**config.mk**
```make
export PLATFORM = sky130hd
export DESIGN_NAME = ac_match_sequencer_flat
export DESIGN_NICKNAME = d
export VERILOG_FILES = /design/src/rtl/ac_match_sequencer_if.sv /design/src/rtl/ac_match_sequencer.sv /design/src/flat_wrapper.sv
export SDC_FILE = /design/constraint.sdc
export NUM_CORES = 1
export LEC_CHECK = 0
export ABC_AREA = 1
export ABC_CLOCK_PERIOD_IN_PS = 5000
export BUFFER_PORTS_ARGS = -buffer_cell sky130_fd_sc_hd__buf_4
export CAP_MARGIN = 10
export CORE_MARGIN = 3
export CORE_UTILIZATION = 40
export CTS_CLUSTER_SIZE = 24
export DETAILED_ROUTE_END_ITERATION = 10
export PLACE_DENSITY_LB_ADDON = 0.25
export SLEW_MARGIN = 10
export SYNTH_ARGS = -nofsm -noshare
export SYNTH_HDL_FRONTEND = slang
export SYNTH_SLANG_ARGS = --single-unit
export TNS_END_PERCENT = 30
```
**constraint.sdc**
```tcl
create_clock -name clk -period 5 [get_ports clk]
set_input_delay 0.75 -clock clk [delete_from_list [all_inputs] [get_ports clk]]
set_output_delay 0.75 -clock clk [all_outputs]
set_load 0.01 [all_outputs]
```
**src/rtl/ac_match_sequencer_if.sv**
```systemverilog
// Bundle of the character handshake, goto/failure table read ports and
// the automaton state report shared by the sequencer and its neighbours.
interface ac_match_sequencer_if #(
  parameter int STATE_W = 8,
  parameter int CHAR_W  = 4,
  parameter int ADDR_W  = 5
);
  logic               clr;
  logic               char_valid;
  logic [CHAR_W-1:0]  char_in;
  logic               char_ready;
  logic               goto_rd;
  logic [ADDR_W-1:0]  goto_addr;
  logic [STATE_W-1:0] goto_cur;
  logic [CHAR_W-1:0]  goto_chr;
  logic [STATE_W-1:0] goto_nxt;
  logic               fail_rd;
  logic [STATE_W-1:0] fail_addr;
  logic [STATE_W-1:0] fail_state;
  logic [STATE_W-1:0] now_state;
  logic               state_valid;
  logic               loop_err;

  // sequencer side
  modport master (
    input  clr, char_valid, char_in, goto_cur, goto_chr, goto_nxt, fail_state,
    output char_ready, goto_rd, goto_addr, fail_rd, fail_addr,
           now_state, state_valid, loop_err
  );

  // character source / table RAM side
  modport slave (
    output clr, char_valid, char_in, goto_cur, goto_chr, goto_nxt, fail_state,
    input  char_ready, goto_rd, goto_addr, fail_rd, fail_addr,
           now_state, state_valid, loop_err
  );
endinterface

```
**src/rtl/ac_match_sequencer.sv**
```systemverilog
// Aho-Corasick match sequencer: per accepted character, linearly scans the
// goto table for (state, char) and follows failure links on a miss, bounded
// by a per-character hop limit.
//
// state     | meaning
// ----------+-----------------------------------------------------------
// IDLE      | waiting for a character, char_ready high
// SCAN      | streaming goto reads, comparing entry of previous address
// FAIL_REQ  | failure table read strobe for now_state
// FAIL_WAIT | failure target returned, adopt it and rescan from entry 0
module ac_match_sequencer #(
  parameter int STATE_W    = 8,
  parameter int CHAR_W     = 4,
  parameter int GOTO_DEPTH = 32,
  parameter int ADDR_W     = 5,
  parameter int MAX_HOPS   = 8
) (
  input logic                 clk,
  input logic                 rst_n,
  ac_match_sequencer_if.master bus
);

  localparam int HOP_W = $clog2(MAX_HOPS + 1);
  localparam logic [ADDR_W-1:0] LAST_ADDR = ADDR_W'(GOTO_DEPTH - 1);
  localparam logic [HOP_W-1:0]  HOP_MAX   = HOP_W'(MAX_HOPS);

  typedef enum logic [1:0] {IDLE, SCAN, FAIL_REQ, FAIL_WAIT} state_t;

  state_t             state;
  logic [CHAR_W-1:0]  char_q;
  logic [HOP_W-1:0]   hop_cnt;
  logic               rd_q;      // table data this cycle answers a read
  logic [ADDR_W-1:0]  addr_q;    // address that data belongs to
  logic [STATE_W-1:0] now_state;
  logic               state_valid;
  logic               loop_err;
  logic               goto_rd;
  logic [ADDR_W-1:0]  goto_addr;
  logic               fail_rd;
  logic [STATE_W-1:0] fail_addr;
  logic               scan_hit;
  logic               scan_end;

  // Entry comparison against the state current at compare time; a hit wins
  // over end-of-table on the same entry.
  always_comb begin
    scan_hit = rd_q && (bus.goto_cur == now_state) && (bus.goto_chr == char_q);
    scan_end = rd_q && !scan_hit &&
               ((bus.goto_cur == '1) || (addr_q == LAST_ADDR));
  end

  // Sequencer FSM with registered table strobes and result outputs.
  always_ff @(posedge clk or negedge rst_n) begin
    if (!rst_n) begin
      state       <= IDLE;
      char_q      <= '0;
      hop_cnt     <= '0;
      rd_q        <= 1'b0;
      addr_q      <= '0;
      now_state   <= '0;
      state_valid <= 1'b0;
      loop_err    <= 1'b0;
      goto_rd     <= 1'b0;
      goto_addr   <= '0;
      fail_rd     <= 1'b0;
      fail_addr   <= '0;
    end else begin
      state_valid <= 1'b0;
      loop_err    <= 1'b0;
      fail_rd     <= 1'b0;
      rd_q        <= goto_rd;
      addr_q      <= goto_addr;
      if (bus.clr) begin
        state     <= IDLE;
        now_state <= '0;
        goto_rd   <= 1'b0;
        goto_addr <= '0;
        rd_q      <= 1'b0;
      end else begin
        case (state)
          IDLE: begin
            if (bus.char_valid) begin
              char_q    <= bus.char_in;
              hop_cnt   <= '0;
              goto_rd   <= 1'b1;
              goto_addr <= '0;
              state     <= SCAN;
            end
          end
          SCAN: begin
            if (scan_hit) begin
              now_state   <= bus.goto_nxt;
              state_valid <= 1'b1;
              goto_rd     <= 1'b0;
              state       <= IDLE;
            end else if (scan_end) begin
              goto_rd <= 1'b0;
              if (now_state == '0) begin
                state_valid <= 1'b1;
                state       <= IDLE;
              end else if (hop_cnt == HOP_MAX) begin
                now_state   <= '0;
                state_valid <= 1'b1;
                loop_err    <= 1'b1;
                state       <= IDLE;
              end else begin
                fail_rd   <= 1'b1;
                fail_addr <= now_state;
                state     <= FAIL_REQ;
              end
            end else if (goto_rd && (goto_addr != LAST_ADDR)) begin
              goto_addr <= goto_addr + ADDR_W'(1);
            end else begin
              // last entry already requested; wait for its compare
              goto_rd <= 1'b0;
            end
          end
          FAIL_REQ: begin
            state <= FAIL_WAIT;
          end
          FAIL_WAIT: begin
            now_state <= bus.fail_state;
            hop_cnt   <= hop_cnt + HOP_W'(1);
            goto_rd   <= 1'b1;
            goto_addr <= '0;
            state     <= SCAN;
          end
          default: state <= IDLE;
        endcase
      end
    end
  end

  assign bus.char_ready  = (state == IDLE) && !bus.clr;
  assign bus.goto_rd     = goto_rd;
  assign bus.goto_addr   = goto_addr;
  assign bus.fail_rd     = fail_rd;
  assign bus.fail_addr   = fail_addr;
  assign bus.now_state   = now_state;
  assign bus.state_valid = state_valid;
  assign bus.loop_err    = loop_err;

endmodule
```
**src/flat_wrapper.sv**
```systemverilog
// flat-port wrapper written by rule: the top's interface ports become plain ports
module ac_match_sequencer_flat 
#(
  parameter int STATE_W    = 8,
  parameter int CHAR_W     = 4,
  parameter int GOTO_DEPTH = 32,
  parameter int ADDR_W     = 5,
  parameter int MAX_HOPS   = 8
)
  (clk, rst_n, bus_clr, bus_char_valid, bus_char_in, bus_goto_cur, bus_goto_chr, bus_goto_nxt, bus_fail_state, bus_char_ready, bus_goto_rd, bus_goto_addr, bus_fail_rd, bus_fail_addr, bus_now_state, bus_state_valid, bus_loop_err);
  ac_match_sequencer_if #(.STATE_W(STATE_W), .CHAR_W(CHAR_W), .ADDR_W(ADDR_W)) bus_i ();
  input logic clk;
  input logic rst_n;
  input wire logic [$bits(bus_i.clr)-1:0] bus_clr;
  input wire logic [$bits(bus_i.char_valid)-1:0] bus_char_valid;
  input wire logic [$bits(bus_i.char_in)-1:0] bus_char_in;
  input wire logic [$bits(bus_i.goto_cur)-1:0] bus_goto_cur;
  input wire logic [$bits(bus_i.goto_chr)-1:0] bus_goto_chr;
  input wire logic [$bits(bus_i.goto_nxt)-1:0] bus_goto_nxt;
  input wire logic [$bits(bus_i.fail_state)-1:0] bus_fail_state;
  output wire logic [$bits(bus_i.char_ready)-1:0] bus_char_ready;
  output wire logic [$bits(bus_i.goto_rd)-1:0] bus_goto_rd;
  output wire logic [$bits(bus_i.goto_addr)-1:0] bus_goto_addr;
  output wire logic [$bits(bus_i.fail_rd)-1:0] bus_fail_rd;
  output wire logic [$bits(bus_i.fail_addr)-1:0] bus_fail_addr;
  output wire logic [$bits(bus_i.now_state)-1:0] bus_now_state;
  output wire logic [$bits(bus_i.state_valid)-1:0] bus_state_valid;
  output wire logic [$bits(bus_i.loop_err)-1:0] bus_loop_err;
  assign bus_i.clr = bus_clr;
  assign bus_i.char_valid = bus_char_valid;
  assign bus_i.char_in = bus_char_in;
  assign bus_i.goto_cur = bus_goto_cur;
  assign bus_i.goto_chr = bus_goto_chr;
  assign bus_i.goto_nxt = bus_goto_nxt;
  assign bus_i.fail_state = bus_fail_state;
  assign bus_char_ready = bus_i.char_ready;
  assign bus_goto_rd = bus_i.goto_rd;
  assign bus_goto_addr = bus_i.goto_addr;
  assign bus_fail_rd = bus_i.fail_rd;
  assign bus_fail_addr = bus_i.fail_addr;
  assign bus_now_state = bus_i.now_state;
  assign bus_state_valid = bus_i.state_valid;
  assign bus_loop_err = bus_i.loop_err;
  ac_match_sequencer #(.STATE_W(STATE_W), .CHAR_W(CHAR_W), .GOTO_DEPTH(GOTO_DEPTH), .ADDR_W(ADDR_W), .MAX_HOPS(MAX_HOPS)) u_core (.clk(clk), .rst_n(rst_n), .bus(bus_i));
endmodule
```
* Word-level counts from Yosys, hierarchy flattened
Index checks and enable logic that the tools add are counted.
** Operators by class
- Equality and inequality tests :: 18
- Add/sub/neg operators :: 2
- Multiplexer cells :: 45
- Reduce and logical (&&, ||, !) cells :: 21
- Bitwise operators :: 4
** Operator list (number)
- $mux W8 :: 5
- $mux W5 :: 5
- $mux W1 :: 23
- $pmux W8 S2 :: 1
- $pmux W5 S3 :: 1
- $mux W2 :: 6
- $ne A3 B3 Y1 const B :: 3
- $reduce_and A3 Y1 :: 3
- $eq A8 B8 Y1 :: 1
- $eq A8 B8 Y1 const B :: 1
- $logic_not A8 Y1 :: 1
- $ne A4 B2 Y1 const B :: 2
- $pmux W2 S4 :: 1
- $pmux W4 S2 :: 1
- $logic_and A1 B1 Y1 :: 6
- $reduce_and A6 Y1 :: 1
- $add A5 B1 Y5 const B :: 1
- $eq A5 B5 Y1 const B :: 1
- $ne A5 B3 Y1 const B :: 1
- $ne A5 B5 Y1 const B :: 1
- $reduce_and A5 Y1 :: 1
- $add A4 B1 Y4 const B :: 1
- $eq A2 B2 Y1 const B :: 2
- $eq A4 B4 Y1 :: 1
- 16 further kinds :: 20
** Word-level totals
- Bits of input ports :: 36
- Word-level logic and storage cells :: 102
- Output and inout port bits :: 26
- Bits in registers :: 41

* Longest topological paths before layout
- Depth in word-level cells :: 10
- Gate-level depth with buffers :: 12
- Depth with buffers taken out :: 12

* Worst setup path after synthesis
Ideal clock, no wire load.
- Path kind :: input port to flip-flop
- Start :: in bus_goto_cur[0]
- End :: reg u_core.now_state[5], in the netlist u_core.bus.now_state[5]
- Cell stages on the path :: 12
- Setup time :: 0.118 ns
- Setup slack :: 3.086 ns
- Data arrival time :: 1.796 ns
- Buffers on the path :: 1
- Data required time :: 4.882 ns
- Cells stage by stage :: inv_1 -> nand2_1 -> nand2_1 -> nor2_1 -> nand2_1 -> nor2_4 -> nand2_4 -> nand2_1 -> nand3_4 -> buf_6 -> nand2_1 -> o21ai_2
** Between the ends
- Longest elaborated chain between the ends :: 8
- Elaborated cells between the ends (all ways) :: 15
- Classes of those cells :: eq/ne: 5; mux: 3; reduce/logical: 7
** Ends and longest elaborated chain
- start: declaration :: RTL line flat_wrapper.sv:17 : input wire logic [$bits(bus_i.goto_cur)-1:0] bus_goto_cur;
- $eq A8 B8 Y1 :: RTL line ac_match_sequencer.sv:47 : scan_hit = rd_q && (bus.goto_cur == now_state) && (bus.goto_chr == char_q);
- $logic_and A1 B1 Y1 (2 in series) :: RTL line ac_match_sequencer.sv:47
- $logic_not A1 Y1 :: RTL line ac_match_sequencer.sv:48 : scan_end = rd_q && !scan_hit &&
- $logic_and A1 B1 Y1 (2 in series) :: RTL line ac_match_sequencer.sv:48
- $ne A4 B2 Y1 (no source line)
- $reduce_and A4 Y1 (no source line)
- end signal: assignment :: RTL line ac_match_sequencer.sv:92 : now_state <= bus.goto_nxt;
- end signal: assignment :: RTL line ac_match_sequencer.sv:122 : now_state <= bus.fail_state;
- end: declaration :: RTL line ac_match_sequencer.sv:34 : logic [STATE_W-1:0] now_state;
Parallel ways exist; a longest one is shown, timed or not.
A chain may end at the register's enable or synchronous reset.

* Worst setup path after layout
- Start :: reg u_core.state[0]
- End :: out bus_char_ready
** Between the ends
- Longest elaborated chain between the ends :: 2
** Ends and longest elaborated chain
- start: declaration :: RTL line ac_match_sequencer.sv:29 : state_t state;
- start signal: assignment :: RTL line ac_match_sequencer.sv:55 : state <= IDLE;
- start signal: assignment :: RTL line ac_match_sequencer.sv:74 : state <= IDLE;
- start signal: assignment :: RTL line ac_match_sequencer.sv:87 : state <= SCAN;
- $logic_not A2 Y1 :: RTL line ac_match_sequencer.sv:134 : assign bus.char_ready = (state == IDLE) && !bus.clr;
- $logic_and A1 B1 Y1 :: RTL line ac_match_sequencer.sv:134
- end: declaration :: RTL line flat_wrapper.sv:21 : output wire logic [$bits(bus_i.char_ready)-1:0] bus_char_ready;
No other way between the ends.

==> results.sh <==
export IMPL_core_area_um2=5675
export IMPL_period_share_pct=42.69
export IMPL_areaGrowthSynthToFinish_pct=26.99
export IMPL_max_freq_ghz=0.4685
export IMPL_worstPathRequired_ns=4.25
export IMPL_syn_nets=383
export IMPL_vias=2237
export IMPL_p_per_area_nw_per_um2=299.0
export IMPL_cts_made_buffers=5
export IMPL_die_w_um=83.86
export IMPL_synth_seq_area_share_pct=42.31
export IMPL_cts_max_level=2
export IMPL_grt_pass1_vias=2109
export IMPL_status="finished, final reports clean"
export IMPL_portBuffers=61
export IMPL_rsz0062_at_grt="false"
export IMPL_finalNetCount=446
export IMPL_worstPathMaxFanout=4
export IMPL_cts_root_buffer="clkbuf_8"
export IMPL_rows=27
export IMPL_holdBufCountCts=0
export IMPL_fin_skew_ns=0.007661
export IMPL_cts_clk_slew_worst_paths_ns=0.08
export IMPL_endpoint_kind="output port"
export IMPL_layout_setup_ws_ns=2.865
export IMPL_n_fill_cell=569
export IMPL_drt_iter0_drc=97
export IMPL_drc_errors=0
export IMPL_grt_max_degree=42
export IMPL_finalSetupViolations=0
export IMPL_hold_viol_final=0
export IMPL_drive_above_1_share_pct=21.84
export IMPL_yosys_top_cells_area="dfrtp_1, nand2_1, inv_1"
export IMPL_worst_pin_slew_ns=0.6554
export IMPL_seq_area_um2=1026
export IMPL_switching_share_pct=30.08
export IMPL_power_switching_uw=276.9
export IMPL_ys_seq_elements=41
export IMPL_initial_utilization_pct=42.72
export IMPL_antenna_found_initial=0
export IMPL_clk_insertion_delay_late_ns=0.29
export IMPL_period_minus_slack_ns=2.135
export IMPL_clock_sinks=41
export IMPL_start_kind="flop"
export IMPL_multi_input_area_um2=1161
export IMPL_postSynthCellCount=339
export IMPL_post_cts_resized=0
export IMPL_p_int_uw=643.8
export IMPL_power_leakage_nw=1.728
export IMPL_rr_worst_depth=10
export IMPL_yosys_area_top_type="dfrtp_1"
export IMPL_grt_ovfl_total=0
export IMPL_pwr_share_clk_pct=33.9
export IMPL_dpl_worst_slack_ns=2.801
export IMPL_placed_cells=467
export IMPL_maxSlewViolCount=0
export IMPL_drt_total_wl_um=5639
export IMPL_io_pins=62
export IMPL_wl_per_cell_um=11.87
export IMPL_die_h_um=83.86
export IMPL_syn_cell_area_um2=2425
export IMPL_crit_arrival_ns=1.38
export IMPL_cts_tree="done"
export IMPL_syn_area_per_cell_um2=7.153
export IMPL_stdcell_count=475
export IMPL_die_area_um2=7033
export IMPL_routabilityCongestion=0.8718
export IMPL_diodes=0
export IMPL_seq_power_share_pct=42.1
export IMPL_yosysTopAreaCellShare_pct=42.31
export IMPL_grt_usage_pct=16.54
export IMPL_hold_class="primary input to async pin"
export IMPL_ys_types=30
export IMPL_crit_type="flop to output port"
export IMPL_first_pass_iters=4
export IMPL_power_share_combinational_pct=24.0
export IMPL_tns_ns=0
export IMPL_ir_drop_mv=0.1218
export IMPL_final_antenna_net_count=0
export IMPL_slew_headroom_pct=56.31
export IMPL_cap_violations=0
export IMPL_fin_util_pct=54.25
export IMPL_clk_path_buf_depth=2
export IMPL_viasPerCell=4.709
export IMPL_grt_pass1_wl_um=9563
export IMPL_dp_hpwl_um=4493
export IMPL_cts_setup_buffers=0
export IMPL_yosysWarnings=0
-- power groups by stage --
| stage | Clock [mW] | Combinational [mW] | Sequential [mW] |
|---|---|---|---|
| after floorplan | 0 | 0.150 | 0.392 |
| after global placement | 0 | 0.219 | 0.394 |
| after detailed placement | 0 | 0.223 | 0.395 |
| after CTS | 0.319 | 0.225 | 0.388 |
| after global routing | 0.337 | 0.253 | 0.392 |
| final | 0.312 | 0.221 | 0.387 |
-- synthesized netlist by cell type (all sizes together) --
library cell    n
o211ai          1
nor3            4
inv            56
nand3b          2
nor2           41
a21boi          1
nor2b           1
a21oi          11
clkbuf          3
and2            1
xnor2           1
ha              8
dfrtp          41
o21ai          24
nand3          21
buf             2
o22ai           2
nand2         114
nand4           5
-- worst paths after layout --
kind,start,endpoint,slack [ns]
setup / recovery,u_core.state[0],bus_char_ready,2.87
hold / removal,rst_n,u_core.bus.fail_addr[7],0.43
setup reg to reg,u_core.state[1],u_core.bus.now_state[6],3.07
hold reg to reg,u_core.bus.goto_addr[4],u_core.addr_q[4],0.44
max in group asynchronous,rst_n,u_core.bus.goto_addr[0],4.22
min in group clk,u_core.bus.goto_addr[4],u_core.addr_q[4],0.44
-- worst max-delay path: stages (launching register included) --
cell and delay [ns]:
dfrtp_1 0.42, inv_1 0.10, ha_1 0.18, inv_1 0.06, nor2_1 0.18, buf_4 0.16
-- flip-flops by register name, indices dropped and copies added, names as in the netlist --
name,flops
u_core.bus.fail_addr,8
u_core.bus.fail_rd,1
u_core.char_q,4
u_core.addr_q,5
u_core.bus.goto_addr,5
u_core.bus.state_valid,1
u_core.hop_cnt,4
u_core.bus.loop_err,1
u_core.bus.now_state,8
u_core.rd_q,1
u_core.state,2
u_core.bus.goto_rd,1
-- layout by cell type, fill, tap and decap left out, drive strengths merged --
cell type	count
xnor2	1
and2	1
bufinv	2
a21oi	11
ha	8
inv	56
o211ai	1
nand2	114
nor2b	1
o21ai	24
o22ai	2
nand3	21
clkbuf	5
nand3b	2
nor3	4
buf	61
dfrtp	41
nand4	5
a21boi	1
nor2	41
clkinv	1
-- layer usage --
metal  global-route usage, %  vias up  share of wire (%)
met5                       0        -                  0
met4                   4.386        0               0.76
met3                   3.751        4                5.8
li1                        -     1174                  -
met1                   22.04     1002                 47
met2                   27.04       57                 47
-- cell families (layout without fill, tap and decap cells) --
family          count (synthesis)  in the layout  share of synthesized area (%)
fa+ha+maj                       8              8                          4.128
flops                          41             41                          42.31
simple gates                  189            189                          33.80
buf+inv                        61            125                          9.804
xor+xnor                        1              1                         0.3613
compound gates                 39             39                          9.598
-- layout make-up --
type | instances | area share (%)
sequential | 41 | 33.32
tap | 72 | 2.926
clock inverter | 3 | 2.113
timing repair buffer | 61 | 14.87
multi-input combinational | 237 | 37.71
inverter | 56 | 6.827
clock buffer | 5 | 2.235
-- through the flow --
step	total power [mW]	instance area, um^2	hold WS (ns)
3_5_place_dp	0.6180	2945	0.4326
3_3_place_gp	0.6126	2945	0.4372
4_1_cts	0.9318	3079	0.4491
6_report	0.9207	3079	0.4341
5_1_grt	0.9821	3079	0.4617
2_1_floorplan	0.5412	2425	0.4544
Note: power is estimated with default switching activity, not from simulation.
